File: config.mk
export PLATFORM = sky130hd
export DESIGN_NAME = calc_ctrl
export DESIGN_NICKNAME = d
export VERILOG_FILES = /design/src/rtl/calc_ctrl_pkg.sv /design/src/rtl/calc_cw_decode.sv /design/src/rtl/calc_ctrl.sv
export SDC_FILE = /design/constraint.sdc
export NUM_CORES = 1
export LEC_CHECK = 0
export ABC_CLOCK_PERIOD_IN_PS = 1500
export BUFFER_PORTS_ARGS = -buffer_cell sky130_fd_sc_hd__buf_2
export CAP_MARGIN = 20
export CORE_AREA = 2 2 39 41
export DETAILED_ROUTE_END_ITERATION = 12
export DIE_AREA = 0 0 41 43
export GPL_TIMING_DRIVEN = 0
export PLACE_DENSITY = 0.53
export SETUP_SLACK_MARGIN = 0.05
export SYNTH_ARGS = -nofsm -noshare
export SYNTH_HDL_FRONTEND = slang
export SYNTH_SLANG_ARGS = --single-unit
File: constraint.sdc
create_clock -name clk -period 1.5 [get_ports clk]
set_input_delay 0.3 -clock clk [delete_from_list [all_inputs] [get_ports clk]]
set_output_delay 0.3 -clock clk [all_outputs]
set_load 0.005 [all_outputs]
File: src/rtl/calc_ctrl_pkg.sv
// Shared types and constants for the calc_ctrl controller: state codes,
// opcodes, write-mux selects and the per-state datapath control word.
package calc_ctrl_pkg;

  typedef enum logic [2:0] {
    ST_IDLE   = 3'b000,
    ST_LOAD_A = 3'b001,
    ST_LOAD_B = 3'b010,
    ST_EXEC   = 3'b011,
    ST_OUT    = 3'b100,
    ST_DONE   = 3'b101,
    ST_CLR    = 3'b110
  } state_t;

  localparam logic [1:0] OP_ADD = 2'b00;
  localparam logic [1:0] OP_SUB = 2'b01;
  localparam logic [1:0] OP_AND = 2'b10;
  localparam logic [1:0] OP_XOR = 2'b11;

  localparam logic [1:0] S1_ALU  = 2'b00;
  localparam logic [1:0] S1_ZERO = 2'b01;
  localparam logic [1:0] S1_IN2  = 2'b10;
  localparam logic [1:0] S1_IN1  = 2'b11;

  localparam logic [1:0] REG_R0 = 2'b00;
  localparam logic [1:0] REG_R1 = 2'b01;
  localparam logic [1:0] REG_R2 = 2'b10;
  localparam logic [1:0] REG_R3 = 2'b11;

  typedef struct packed {
    logic [1:0] s1;
    logic [1:0] wa;
    logic       we;
    logic [1:0] raa;
    logic       rea;
    logic [1:0] rab;
    logic       reb;
    logic [1:0] c;
    logic       s2;
  } cw_t;

  // Quiet word: write-mux parked on zero, nothing read or written.
  localparam cw_t CW_IDLE = '{
    s1:  S1_ZERO,
    wa:  REG_R0,
    we:  1'b0,
    raa: REG_R0,
    rea: 1'b0,
    rab: REG_R0,
    reb: 1'b0,
    c:   OP_ADD,
    s2:  1'b0
  };

endpackage

File: src/rtl/calc_cw_decode.sv
// Combinational map from controller state and latched opcode to the
// datapath control word. CLR decoding exists only with CALC_CLEAR_ON_DONE_EN.
module calc_cw_decode
  import calc_ctrl_pkg::*;
(
  input  state_t     state,
  input  logic [1:0] op_q,
  output cw_t        cw
);

  always_comb begin
    cw = CW_IDLE;
    case (state)
      ST_LOAD_A: begin
        cw.s1 = S1_IN1;
        cw.wa = REG_R1;
        cw.we = 1'b1;
      end
      ST_LOAD_B: begin
        cw.s1 = S1_IN2;
        cw.wa = REG_R2;
        cw.we = 1'b1;
      end
      ST_EXEC: begin
        cw.rea = 1'b1;
        cw.reb = 1'b1;
        cw.raa = REG_R1;
        cw.rab = REG_R2;
        cw.c   = op_q;
        cw.s1  = S1_ALU;
        cw.wa  = REG_R3;
        cw.we  = 1'b1;
      end
      // R3 AND R3 passes R3 straight through the ALU to the output mux.
      ST_OUT, ST_DONE: begin
        cw.rea = 1'b1;
        cw.reb = 1'b1;
        cw.raa = REG_R3;
        cw.rab = REG_R3;
        cw.c   = OP_AND;
        cw.s2  = 1'b1;
      end
`ifdef CALC_CLEAR_ON_DONE_EN
      ST_CLR: begin
        cw.s1 = S1_ZERO;
        cw.wa = REG_R3;
        cw.we = 1'b1;
      end
`endif
      default: ;
    endcase
  end

endmodule

File: src/rtl/calc_ctrl.sv
// Moore controller sequencing a 3-bit register-file/ALU datapath through
// load, execute and output phases. Optional CALC_CLEAR_ON_DONE_EN adds a CLR state.
module calc_ctrl
  import calc_ctrl_pkg::*;
(
  input  logic       clk,
  input  logic       rst,
  input  logic       go,
  input  logic [1:0] op,
  output logic [1:0] s1,
  output logic [1:0] wa,
  output logic       we,
  output logic [1:0] raa,
  output logic [1:0] rab,
  output logic       rea,
  output logic       reb,
  output logic [1:0] c,
  output logic       s2,
  output logic       done,
  output logic       busy,
  output logic [2:0] cs
);

  state_t     state_q;
  state_t     state_d;
  logic [1:0] op_q;
  cw_t        cw;

  // op is captured only on the edge that accepts go, so later changes are ignored.
  always_ff @(posedge clk) begin
    if (rst) begin
      state_q <= ST_IDLE;
      op_q    <= OP_ADD;
    end else begin
      state_q <= state_d;
      if (state_q == ST_IDLE && go) begin
        op_q <= op;
      end
    end
  end

  always_comb begin
    state_d = ST_IDLE;
    case (state_q)
      ST_IDLE:   state_d = go ? ST_LOAD_A : ST_IDLE;
      ST_LOAD_A: state_d = ST_LOAD_B;
      ST_LOAD_B: state_d = ST_EXEC;
      ST_EXEC:   state_d = ST_OUT;
      ST_OUT:    state_d = ST_DONE;
`ifdef CALC_CLEAR_ON_DONE_EN
      ST_DONE:   state_d = ST_CLR;
      ST_CLR:    state_d = ST_IDLE;
`else
      ST_DONE:   state_d = ST_IDLE;
`endif
      default:   state_d = ST_IDLE;
    endcase
  end

  calc_cw_decode u_decode (
    .state (state_q),
    .op_q  (op_q),
    .cw    (cw)
  );

  always_comb begin
    s1   = cw.s1;
    wa   = cw.wa;
    we   = cw.we;
    raa  = cw.raa;
    rab  = cw.rab;
    rea  = cw.rea;
    reb  = cw.reb;
    c    = cw.c;
    s2   = cw.s2;
    done = (state_q == ST_DONE);
    busy = (state_q != ST_IDLE);
    cs   = state_q;
  end

endmodule
### After elaboration in Yosys (flattened, before gate mapping)

Index checks and enable logic that the tools add are counted.
W data, S select, Z words.

* input bits: 5
* register bits after elaboration: 5
* output and inout bits: 19
* word-level logic and storage cells: 16

* reduce and logical (&&, ||, !) cells: 4
* mux-type cells: 5
* equal/unequal tests: 5

Operators with widths (number)
* $pmux W8 S2: 1
* $pmux W3 S5: 1
* $pmux W5 S3: 1
* $eq A3 B2 Y1 const B: 2
* $eq A3 B3 Y1 const B: 2
* $eq A3 B1 Y1 const B: 1
* $logic_not A3 Y1: 1
* $reduce_bool A3 Y1: 1
* $mux W1: 2
* $reduce_or A2 Y1: 1
* $logic_and A1 B1 Y1: 1

### Logic depth before layout (Yosys ltp)

* depth in word-level cells: 3
* gate-level depth with buffers: 4

### Hierarchy

A second synthesis with hierarchy kept.

* cell total of the unflattened synthesis: 39
* area total of the unflattened synthesis: 361.6 µm²

Modules (own cells, without submodules)
* calc_ctrl: sequential area each 100.1 µm², times used 1, cells each 23, area each 252.7 µm²
* calc_cw_decode: sequential area each 0.0 µm², times used 1, cells each 16, area each 108.9 µm²

### Least setup slack after synthesis

Ideal clock, no wire load.

* kind: reg-to-output
* start: register state_q[2], in the netlist cs[2]
* end: output raa[0]
* stages on the path, launching flop included: 5
* buffers on the path: 2
* slack: 30 ps
* data required time: 1200 ps
* data arrival time: 1170 ps
* cell sequence: dfxtp_1 -> buf_4 -> nor2b_1 -> nand2b_1 -> buf_4

* cells in the longest elaborated chain, start to end: 3
* elaborated cells between the ends (all ways): 5
* classes of those cells: eq/ne (3); mux (1); reduce/logical (1)

Ends and longest elaborated chain
* from (decl): line calc_ctrl.sv:24 `state_t state_q;`
* from (signal assigned): line calc_ctrl.sv:35 `state_q <= state_d;`
* $eq A3 B3 Y1: line calc_cw_decode.sv:13 `case (state)`
* $reduce_or A2 Y1: line calc_cw_decode.sv:13
* $pmux W8 S2 *: line calc_cw_decode.sv:13
* to (decl): line calc_ctrl.sv:13 `output logic [1:0] raa,`

Every way passes the cells marked *; elsewhere a longest branch is shown, timed or not.

### Worst setup path after layout

* start: register state_q[2], in the netlist cs[2]
* end: output reb

* cells in the longest elaborated chain, start to end: 3
* elaborated cells between the ends (all ways): 5
* classes of those cells: eq/ne (3); mux (1); reduce/logical (1)

Ends and longest elaborated chain
* $eq A3 B3 Y1: line calc_cw_decode.sv:13
* $reduce_or A2 Y1: line calc_cw_decode.sv:13
* $pmux W8 S2 *: line calc_cw_decode.sv:13
* to (decl): line calc_ctrl.sv:16 `output logic reb,`

Marked as above.

==> flow_summary.json <==
{
  "critPathKind": "reg -> out",
  "areaGrowthSynthToFinish_pct": 105,
  "viasPerCell": 4.33,
  "peakVddDrop_mv": 0.356,
  "grt_pass1_wl_mm": 1.37,
  "cp_max_fo": 5,
  "crit_arrival_ps": 1250,
  "clock-root-buffer": "clkbuf_4",
  "htreeDepth": 1,
  "post-route-period-util_pct": 104,
  "synth_cell_types": 19,
  "leakagePower_nw": 0.358,
  "critPathLaunchType": "flip-flop",
  "clkSinkCount": 5,
  "synth_compound_area_share_pct": 6.79,
  "slew_violations": 0,
  "rows": 14,
  "synth_mux_area_share_pct": 6.04,
  "wirelength_mm": 1.06,
  "hpwl_um": 588,
  "drtIter0Drc": 16,
  "worstMarginPinSlew_ps": 361,
  "rsz0062_at_grt": "yes",
  "grt_max_degree": 8,
  "stdcell_area_um2": 679,
  "synthSimpleGateAreaFrac_pct": 36.6,
  "grt_pass1_vias": 368,
  "worst_ep_required_time_ps": 1200,
  "core_um2": 1380,
  "status": "complete, but fails checks",
  "cts_hold_buffers": 0,
  "hold_viol": 0,
  "cts_tree": "yes",
  "syn_inst": 39,
  "placed_cells_incl_taps": 78,
  "setup_tns_ps": -156,
  "drive_gt1_share_pct": 71.4,
  "maxCapViolations": 0,
  "cts_buffer_depth": 2,
  "pin_count": 24,
  "place_congestion": 0.592,
  "dp_slack_ps": -6.39,
  "hp-class": "in -> reg",
  "max_freq_ghz": 0.644,
  "vias": 403,
  "synth_nets": 44,
  "end_kind": "output pin",
  "die_width_um": 41,
  "post-route-util_pct": 49.1,
  "portBuffers": 23,
  "finalSetupViolations": 3,
  "grt_overflow": 0,
  "drtAntennaViolNets": 0,
  "n_antenna_cell": 0,
  "dieArea_um2": 1760,
  "clock_skew_ps": 5.77,
  "ys_warn_count": 0,
  "wl_per_cell_um": 11.4,
  "synth_top_family_by_area": "simple AND/OR/NAND/NOR gates",
  "ys_seq_elements": 5,
  "antenna_found_initial": 0,
  "clk_pin_slew_worst_paths_ps": 50,
  "syn_area_per_cell_um2": 8.50,
  "start_util_pct": 24.0,
  "worst_slack_ps": -53.2,
  "synth-xor-area-share_pct": 2.64,
  "first_pass_iters": 4,
  "final_cells": 93,
  "grt_use_total_pct": 11.6,
  "nets": 83,
  "drc": 0,
  "p_per_area_nw_per_um2": 814,
  "cts_buffers": 3,
  "violations": "setup timing",
  "dpl_cell_area_um2": 469,
  "syn-cell-area_um2": 332,
  "finalCriticalPeriod_ps": 1550,
  "slew_headroom_pct": 75.8,
  "ys_seq_area_share_pct": 30.2,
  "synth_fa_ha_area_share_pct": 0,
  "clk_latency_ps": 250,
  "fp.dieH_um": 43
}
[kinds of logic (layout without fill, tap and decap cells)]
kind of cell / Yosys count / after routing
xor+xnor: 1 / 1
simple gates: 19 / 19
flops: 5 / 5
buf+inv: 9 / 47
compound gates: 3 / 3
mux: 2 / 2
[cell type report]
| cell class | instances | area (um2) |
|---|---|---|
| fillers | 133 | 704 |
| repair buffers | 34 | 246 |
| multi-input cells | 25 | 198 |
| flip-flops and latches | 5 | 106 |
| plain buffers | 8 | 78.8 |
| clock buffers | 4 | 26.3 |
| well taps | 16 | 20.0 |
| inverters | 1 | 3.75 |
[report_power, final]
part / switching (mW) / internal (mW) / total (mW)
clock network: 0.0594 / 0.101 / 0.160
logic: 0.0933 / 0.144 / 0.238
registers: 0.00818 / 0.147 / 0.155
[layer usage]
layer | vias to the layer above | GRT usage, % | share of wire [%]
li1 | 201 | - | -
met1 | 185 | 12.5 | 42
met2 | 17 | 18.4 | 50
met3 | 0 | 7.85 | 7.7
met4 | 0 | 2.00 | 0
met5 | - | 0 | 0
[path summary, 6_finish.rpt]
check        slack, ps     from  cells after the start      end
max                -50    cs[2]                      5      reb
min                290      rst                      2    cs[2]
max reg2reg        250    cs[1]                      4  op_q[0]
min reg2reg        470  op_q[1]                      2  op_q[1]
[Yosys cell counts (all sizes together)]
cell type  count  area [um2]
nor2           3        11.3
mux2i          2        20.0
dfxtp          5         100
inv            1        3.75
a2111oi        1        8.76
buf            8        55.1
a21oi          1        5.00
or3            1        6.26
nand3b         1        7.51
and3           1        6.26
nor4b          1        15.0
a31o           1        8.76
and2           1        6.26
or3b           1        8.76
nand2b         5        31.3
nor3           2        10.0
nor2b          3        18.8
xnor2          1        8.76
[state kept, by name (all words and copies together) (netlist names)]
register  count
op_q          2
cs            3
[layout by cell type, fill, tap and decap left out, types with 2 or more instances in the layout]
cell type / Yosys / final
buf_2: 2 / 17
nand2b_1: 5 / 4
buf_4: 6 / 11
nor3_1: 2 / 2
dfxtp_1: 5 / 2
mux2i_1: 2 / 2
buf_6: 0 / 14
clkbuf_4: 0 / 3
nor2_1: 3 / 3
dfxtp_2: 0 / 2
nor2b_4: 0 / 2
[through the flow]
step | total power [mW] | hold slack, ps
3_3_place_gp | 0.312 | 465
6_report | 0.553 | 293
3_5_place_dp | 0.313 | 470
5_1_grt | 0.591 | 306
2_1_floorplan | 0.249 | 369
4_1_cts | 0.538 | 290
[worst max-delay path, cell delays in order, from the launching register on]
cell	delay, ps
dfxtp_4	340
buf_6	120
nand3b_1	230
nand2b_4	120
buf_4	110
buf_6	80
[what timing repair did]
| item | CTS | global route |
|---|---|---|
| endpoints found under the setup margin | 14 | 10 |
| gates resized for setup | 16 | 10 |
| setup buffers | 10 | 0 |
| pin swaps | 3 | 1 |
| gates cloned | 1 | 0 |
| hold endpoints to repair | 0 | 0 |
No activity file was read; power rests on OpenSTA's default activity.
